[src/rtl/pattern_serializer.sv]
`default_nettype none
// ============================================================================
//  Module      : pattern_serializer
//  Description : Parallel-to-serial feeder for the serial pattern detector.
//                Accepts WIDTH-bit words over a valid/ready handshake and
//                shifts them out one bit per clock on a registered serial
//                line. A one-entry holding buffer lets consecutive words
//                stream with no idle gap. The line rests at IDLE_BIT when
//                no word is in flight.
//  Ports       : clk          rising-edge clock
//                rst_n        synchronous active-low reset
//                din          parallel word, taken when din_valid && din_ready
//                din_valid    upstream has a word
//                din_ready    a word can be accepted this cycle
//                sout         registered serial bit
//                sout_valid   sout carries a data bit
//                frame_start  pulse with the first bit of each word
//                word_cnt     words fully shifted out (wraps)
//  Revision    : 1.0 - initial release
// ============================================================================
module pattern_serializer #(
  parameter int WIDTH     = 8,
  parameter bit MSB_FIRST = 1'b1,
  parameter bit IDLE_BIT  = 1'b1
) (
  input  logic             clk,
  input  logic             rst_n,
  input  logic [WIDTH-1:0] din,
  input  logic             din_valid,
  output logic             din_ready,
  output logic             sout,
  output logic             sout_valid,
  output logic             frame_start,
  output logic [15:0]      word_cnt
);

  localparam int                CNT_W    = (WIDTH > 1) ? $clog2(WIDTH) : 1;
  localparam logic [CNT_W-1:0]  LAST_IDX = CNT_W'(WIDTH - 1);

  typedef enum logic [0:0] {
    S_IDLE  = 1'b0,
    S_SHIFT = 1'b1
  } state_e;

  state_e           state_q, state_d;
  logic [WIDTH-1:0] sr_q, sr_d;
  logic [CNT_W-1:0] cnt_q, cnt_d;
  logic [WIDTH-1:0] hold_q, hold_d;
  logic             hold_v_q, hold_v_d;
  logic             sout_q, sout_d;
  logic             sout_valid_q, sout_valid_d;
  logic             frame_start_q, frame_start_d;
  logic [15:0]      word_cnt_q, word_cnt_d;

  logic             w_accept;
  logic [WIDTH-1:0] w_sr_shifted;

  // Bit that leaves first from a freshly loaded word.
  function automatic logic first_bit(input logic [WIDTH-1:0] w);
    return MSB_FIRST ? w[WIDTH-1] : w[0];
  endfunction

  // The bit currently on sout is dropped so the next one sits in the
  // position first_bit() reads.
  function automatic logic [WIDTH-1:0] shift_word(input logic [WIDTH-1:0] w);
    return MSB_FIRST ? (w << 1) : (w >> 1);
  endfunction

  assign din_ready    = rst_n && !hold_v_q;
  assign w_accept     = din_valid && din_ready;
  assign w_sr_shifted = shift_word(sr_q);

  always_comb begin
    state_d       = state_q;
    sr_d          = sr_q;
    cnt_d         = cnt_q;
    hold_d        = hold_q;
    hold_v_d      = hold_v_q;
    sout_d        = sout_q;
    sout_valid_d  = sout_valid_q;
    frame_start_d = 1'b0;
    word_cnt_d    = word_cnt_q;

    case (state_q)
      S_IDLE: begin
        sout_d       = IDLE_BIT;
        sout_valid_d = 1'b0;
        if (w_accept) begin
          sr_d          = din;
          cnt_d         = '0;
          sout_d        = first_bit(din);
          sout_valid_d  = 1'b1;
          frame_start_d = 1'b1;
          state_d       = S_SHIFT;
        end
      end

      S_SHIFT: begin
        if (cnt_q == LAST_IDX) begin
          // The last bit of the current word leaves at this edge.
          word_cnt_d = word_cnt_q + 16'd1;
          cnt_d      = '0;
          if (hold_v_q) begin
            sr_d          = hold_q;
            hold_v_d      = 1'b0;
            sout_d        = first_bit(hold_q);
            sout_valid_d  = 1'b1;
            frame_start_d = 1'b1;
          end else if (w_accept) begin
            // Holding buffer empty: a word arriving right now bypasses it.
            sr_d          = din;
            sout_d        = first_bit(din);
            sout_valid_d  = 1'b1;
            frame_start_d = 1'b1;
          end else begin
            sout_d       = IDLE_BIT;
            sout_valid_d = 1'b0;
            state_d      = S_IDLE;
          end
        end else begin
          cnt_d        = cnt_q + CNT_W'(1);
          sr_d         = w_sr_shifted;
          sout_d       = first_bit(w_sr_shifted);
          sout_valid_d = 1'b1;
          if (w_accept) begin
            hold_d   = din;
            hold_v_d = 1'b1;
          end
        end
      end

      default: begin
        state_d = S_IDLE;
      end
    endcase
  end

  always_ff @(posedge clk) begin
    if (!rst_n) begin
      state_q       <= S_IDLE;
      sr_q          <= '0;
      cnt_q         <= '0;
      hold_q        <= '0;
      hold_v_q      <= 1'b0;
      sout_q        <= IDLE_BIT;
      sout_valid_q  <= 1'b0;
      frame_start_q <= 1'b0;
      word_cnt_q    <= '0;
    end else begin
      state_q       <= state_d;
      sr_q          <= sr_d;
      cnt_q         <= cnt_d;
      hold_q        <= hold_d;
      hold_v_q      <= hold_v_d;
      sout_q        <= sout_d;
      sout_valid_q  <= sout_valid_d;
      frame_start_q <= frame_start_d;
      word_cnt_q    <= word_cnt_d;
    end
  end

  assign sout        = sout_q;
  assign sout_valid  = sout_valid_q;
  assign frame_start = frame_start_q;
  assign word_cnt    = word_cnt_q;

endmodule
`default_nettype wire

[config.mk]
export PLATFORM = sky130hd
export DESIGN_NAME = pattern_serializer
export DESIGN_NICKNAME = d
export VERILOG_FILES = /design/src/rtl/pattern_serializer.sv
export SDC_FILE = /design/constraint.sdc
export NUM_CORES = 1
export LEC_CHECK = 0
export ABC_AREA = 1
export CORE_MARGIN = 2
export CORE_UTILIZATION = 54
export CTS_BUF_LIST = sky130_fd_sc_hd__clkbuf_8
export DETAILED_ROUTE_END_ITERATION = 12
export GPL_ROUTABILITY_DRIVEN = 0
export PLACE_DENSITY = 0.81
export SYNTH_ARGS = -nofsm -noshare
export SYNTH_HDL_FRONTEND = slang
export SYNTH_SLANG_ARGS = --single-unit
[constraint.sdc]
create_clock -name clk -period 1.9 [get_ports clk]
set_clock_uncertainty 0.1 [all_clocks]
set_input_delay 0.38 -clock clk [delete_from_list [all_inputs] [get_ports clk]]
set_output_delay 0.38 -clock clk [all_outputs]
set_load 0.01 [all_outputs]
==> reports/metrics.json <==
{
  "final_layout_size_suffix_gt1_share_pct": 11.2,
  "hold_ws_ns": 0.363,
  "layout.cell_area.non_filler_um2": 2240,
  "insertedDiodeCount": 0,
  "power.net_switching_mw": 0.355,
  "total_routing_usage_gr_pct": 22.2,
  "initial_core_util_pct": 57.6,
  "crit_buf_inv": 3,
  "nNetsFinal": 291,
  "syn_area_per_cell_um2": 7.44,
  "share_clk_of_total_power_pct": 34.3,
  "final_total_power_mw": 1.49,
  "grt_pass1_vias": 1437,
  "synth_warnings": 0,
  "pin_count_of_the_biggest_net_entering_global_routing": 24,
  "count_of_mapped_cells_out_of_synthesis": 238,
  "ir_drop_uv": 464,
  "numPortBuffers": 30,
  "cts.htree.levels": 2,
  "cts_setup_buffers": 0,
  "min_from": "hold_q[4]$_SDFFE_PN0P_",
  "drt-wirelength-per-cell_um": 11.1,
  "synth_top_area_cell": "dfxtp_1",
  "cp.arrival_ns": 1.33,
  "cp_top_family": "buffers and inverters",
  "finalCritPeriodShare_pct": 95.5,
  "cells_along_the_critical_path": "clkdlybuf4s50_1 -> inv_2 -> nor2_1 -> clkdlybuf4s15_1",
  "synth_cell_area_um2": 1770,
  "combPwrFrac_pct": 10.0,
  "vias_per_cell": 5.08,
  "layout_commonest_cell": "nand2_1",
  "grt-ovfl-total": 0,
  "cp-start-kind": "input port",
  "crit_type": "input port to output pin",
  "syn_nets": 252,
  "clkSinkCount": 38,
  "numCtsBuffers": 5,
  "rows": 20,
  "commonest_cells_after_routing_fill_and_taps_aside": "nand2_1, dfxtp_1, nor2_1",
  "drc_errors": 0,
  "design_internal_power_mw": 1.13,
  "post-route-min-period_ns": 1.81,
  "route.antenna.remaining_nets": 0,
  "yosys-top-cells-area": "dfxtp_1, nand2_1, a21oi_1",
  "cts_root_buffer": "clkbuf_8",
  "synth.yosys.seq_area_share_pct": 42.9,
  "dp_hpwl_um": 2560,
  "rsz0062_at_grt": "false",
  "dieHeight_um": 61.3,
  "report.final.hold_viol_count": 0,
  "ctsLongestPathBuffers": 2,
  "tightest_hold_check_type": "flop to flop",
  "cts_tree": "done",
  "timing_worst_slew_pin_value_ns": 0.421,
  "power-per-cell-area_nw_per_um2": 666,
  "yosysUniqueCellTypes": 28,
  "slew_viol_final": 0,
  "setup_viol": 0,
  "top_level_ports": 31,
  "cp_data_required_time_ns": 1.42,
  "wire_length_of_the_first_global_routing_pass_um": 6090,
  "critical_path.reg2reg.startpoint": "cnt_q[0]$_SDFFE_PN0P_",
  "timing.critical_path.to_type": "output pin",
  "grt_antenna_before_repair": 0,
  "seqPwrFrac_pct": 55.8,
  "outcome": "completed",
  "fp.coreArea_um2": 3080,
  "placed_cells": 314,
  "critical_path.startpoint": "rst_n",
  "max_cap_viol_count": 0,
  "pre_cts_slack_ns": -0.181,
  "initialDrtViolationCount": 104,
  "max_stage_delay_ns": 0.50,
  "worst_slack_ns": 0.0864,
  "fp.dieW_um": 61.3,
  "post_dp_cell_area_um2": 2150,
  "critical-path-slowest-cell": "clkdlybuf4s50_1",
  "total_vias_in_the_final_route": 1630,
  "path_clk_slew_ns": 0.07,
  "total_leakage_power_nw": 0.907,
  "fmax_ghz": 0.551,
  "max-slew-margin-rel_pct": 72.0,
  "drt_pass1_iterations": 4,
  "netSwitchingFraction_pct": 23.9,
  "yosysTopAreaCellShare_pct": 42.9,
  "detail_route.wirelength_um": 3570,
  "crit_path_max_fanout": 2,
  "area_delta_synth_final_pct": 26.3,
  "instances_no_fill": 321,
  "number_of_hold_repair_buffers_added_at_the_cts_stage": 0,
  "clock_insertion_delay_worst_skew_ns": 0.29,
  "register_bit_count_reported_by_yosys": 38,
  "fp.dieArea_um2": 3760
}
==> cells by family after synthesis <==
logic type / Yosys count / synth area share [%]
AO/OA/AOI/OAI: 56 / 19.6
XOR/XNOR: 2 / 0.989
adder cells (fa/ha/maj): 3 / 2.12
buffers and inverters: 38 / 9.32
flip-flops: 38 / 42.9
AND/OR/NAND/NOR: 101 / 25.1
==> routing by layer <==
| layer | vias to the layer above | wire, um | GRT usage, % | share of wire (%) |
|---|---|---|---|---|
| met5 | - | 0 | 0 | 0 |
| met4 | 0 | 46 | 9.32 | 1.3 |
| met3 | 6 | 191 | 6.93 | 5.4 |
| met2 | 44 | 1690 | 35.6 | 48 |
| met1 | 721 | 1630 | 27.8 | 46 |
| li1 | 859 | - | - | - |
==> timing repair <==
item / in CTS / in global routing
gates cloned: 0 / 0
pin swaps: 0 / 0
resized for setup: 1 / 3
endpoints found under the setup margin: 1 / 6
==> final timing paths <==
check                           endpoint  slack [ns]  cells after the start
setup reg to reg  hold_q[3]$_SDFFE_PN0P_        0.19                      8
setup / recovery               din_ready        0.09                      4
hold / removal    hold_q[4]$_SDFFE_PN0P_        0.36                      2
hold reg to reg   hold_q[4]$_SDFFE_PN0P_        0.36                      2
==> synth_stat cells (all sizes together) <==
master and number:
ha 3, o21ai 15, dfxtp 38, o211ai 6
a31oi 1, clkbuf 3, nand4 5, o2111a 1
a21oi 25, xnor2 1, nor3 1, xor2 1
nor2 35, nand3 11, inv 32, nand2 49
o31ai 1, o21bai 1, buf 3, a22oi 6
==> final cells by class <==
cell class,instances,area [um2]
Multi-Input combinational cell,162,846
Fill cell,257,841
Sequential cell,38,761
Timing Repair Buffer,38,377
Inverter,32,120
Clock buffer,5,68.8
Tap cell,44,55.1
Clock inverter,2,10.0
==> sequential cells by signal, indices dropped and copies added, names as in the netlist <==
signal and flops:
hold_q 8, frame_start 1, sr_q 7, sout_valid 1, hold_v_q 1, cnt_q 3, sout 1, word_cnt 16
==> worst register-to-register path: stages (launching register included) <==
cell     delay, ns
dfxtp_1       0.33
ha_1          0.20
ha_1          0.24
inv_1         0.11
nand2_1       0.16
nor2_4        0.16
inv_1         0.14
nor2_1        0.12
nor2_1        0.05
==> power by group through the flow <==
stage	sequential (mW)	combinational [mW]	clock [mW]
global placement	0.848	0.145	0
floorplan	0.846	0.0888	0
CTS	0.830	0.147	0.535
finish	0.830	0.148	0.511
global route	0.832	0.165	0.564
detailed placement	0.848	0.148	0
==> metrics by stage <==
stage / TNS, ns / util [%]
detailed placement: -1.57 / 70.0
CTS: 0 / 72.5
floorplan: 0 / -
global placement: -1.22 / 70.0
global route: 0 / 72.7
finish: 0 / 72.7
(Power assumes the default switching activity.)
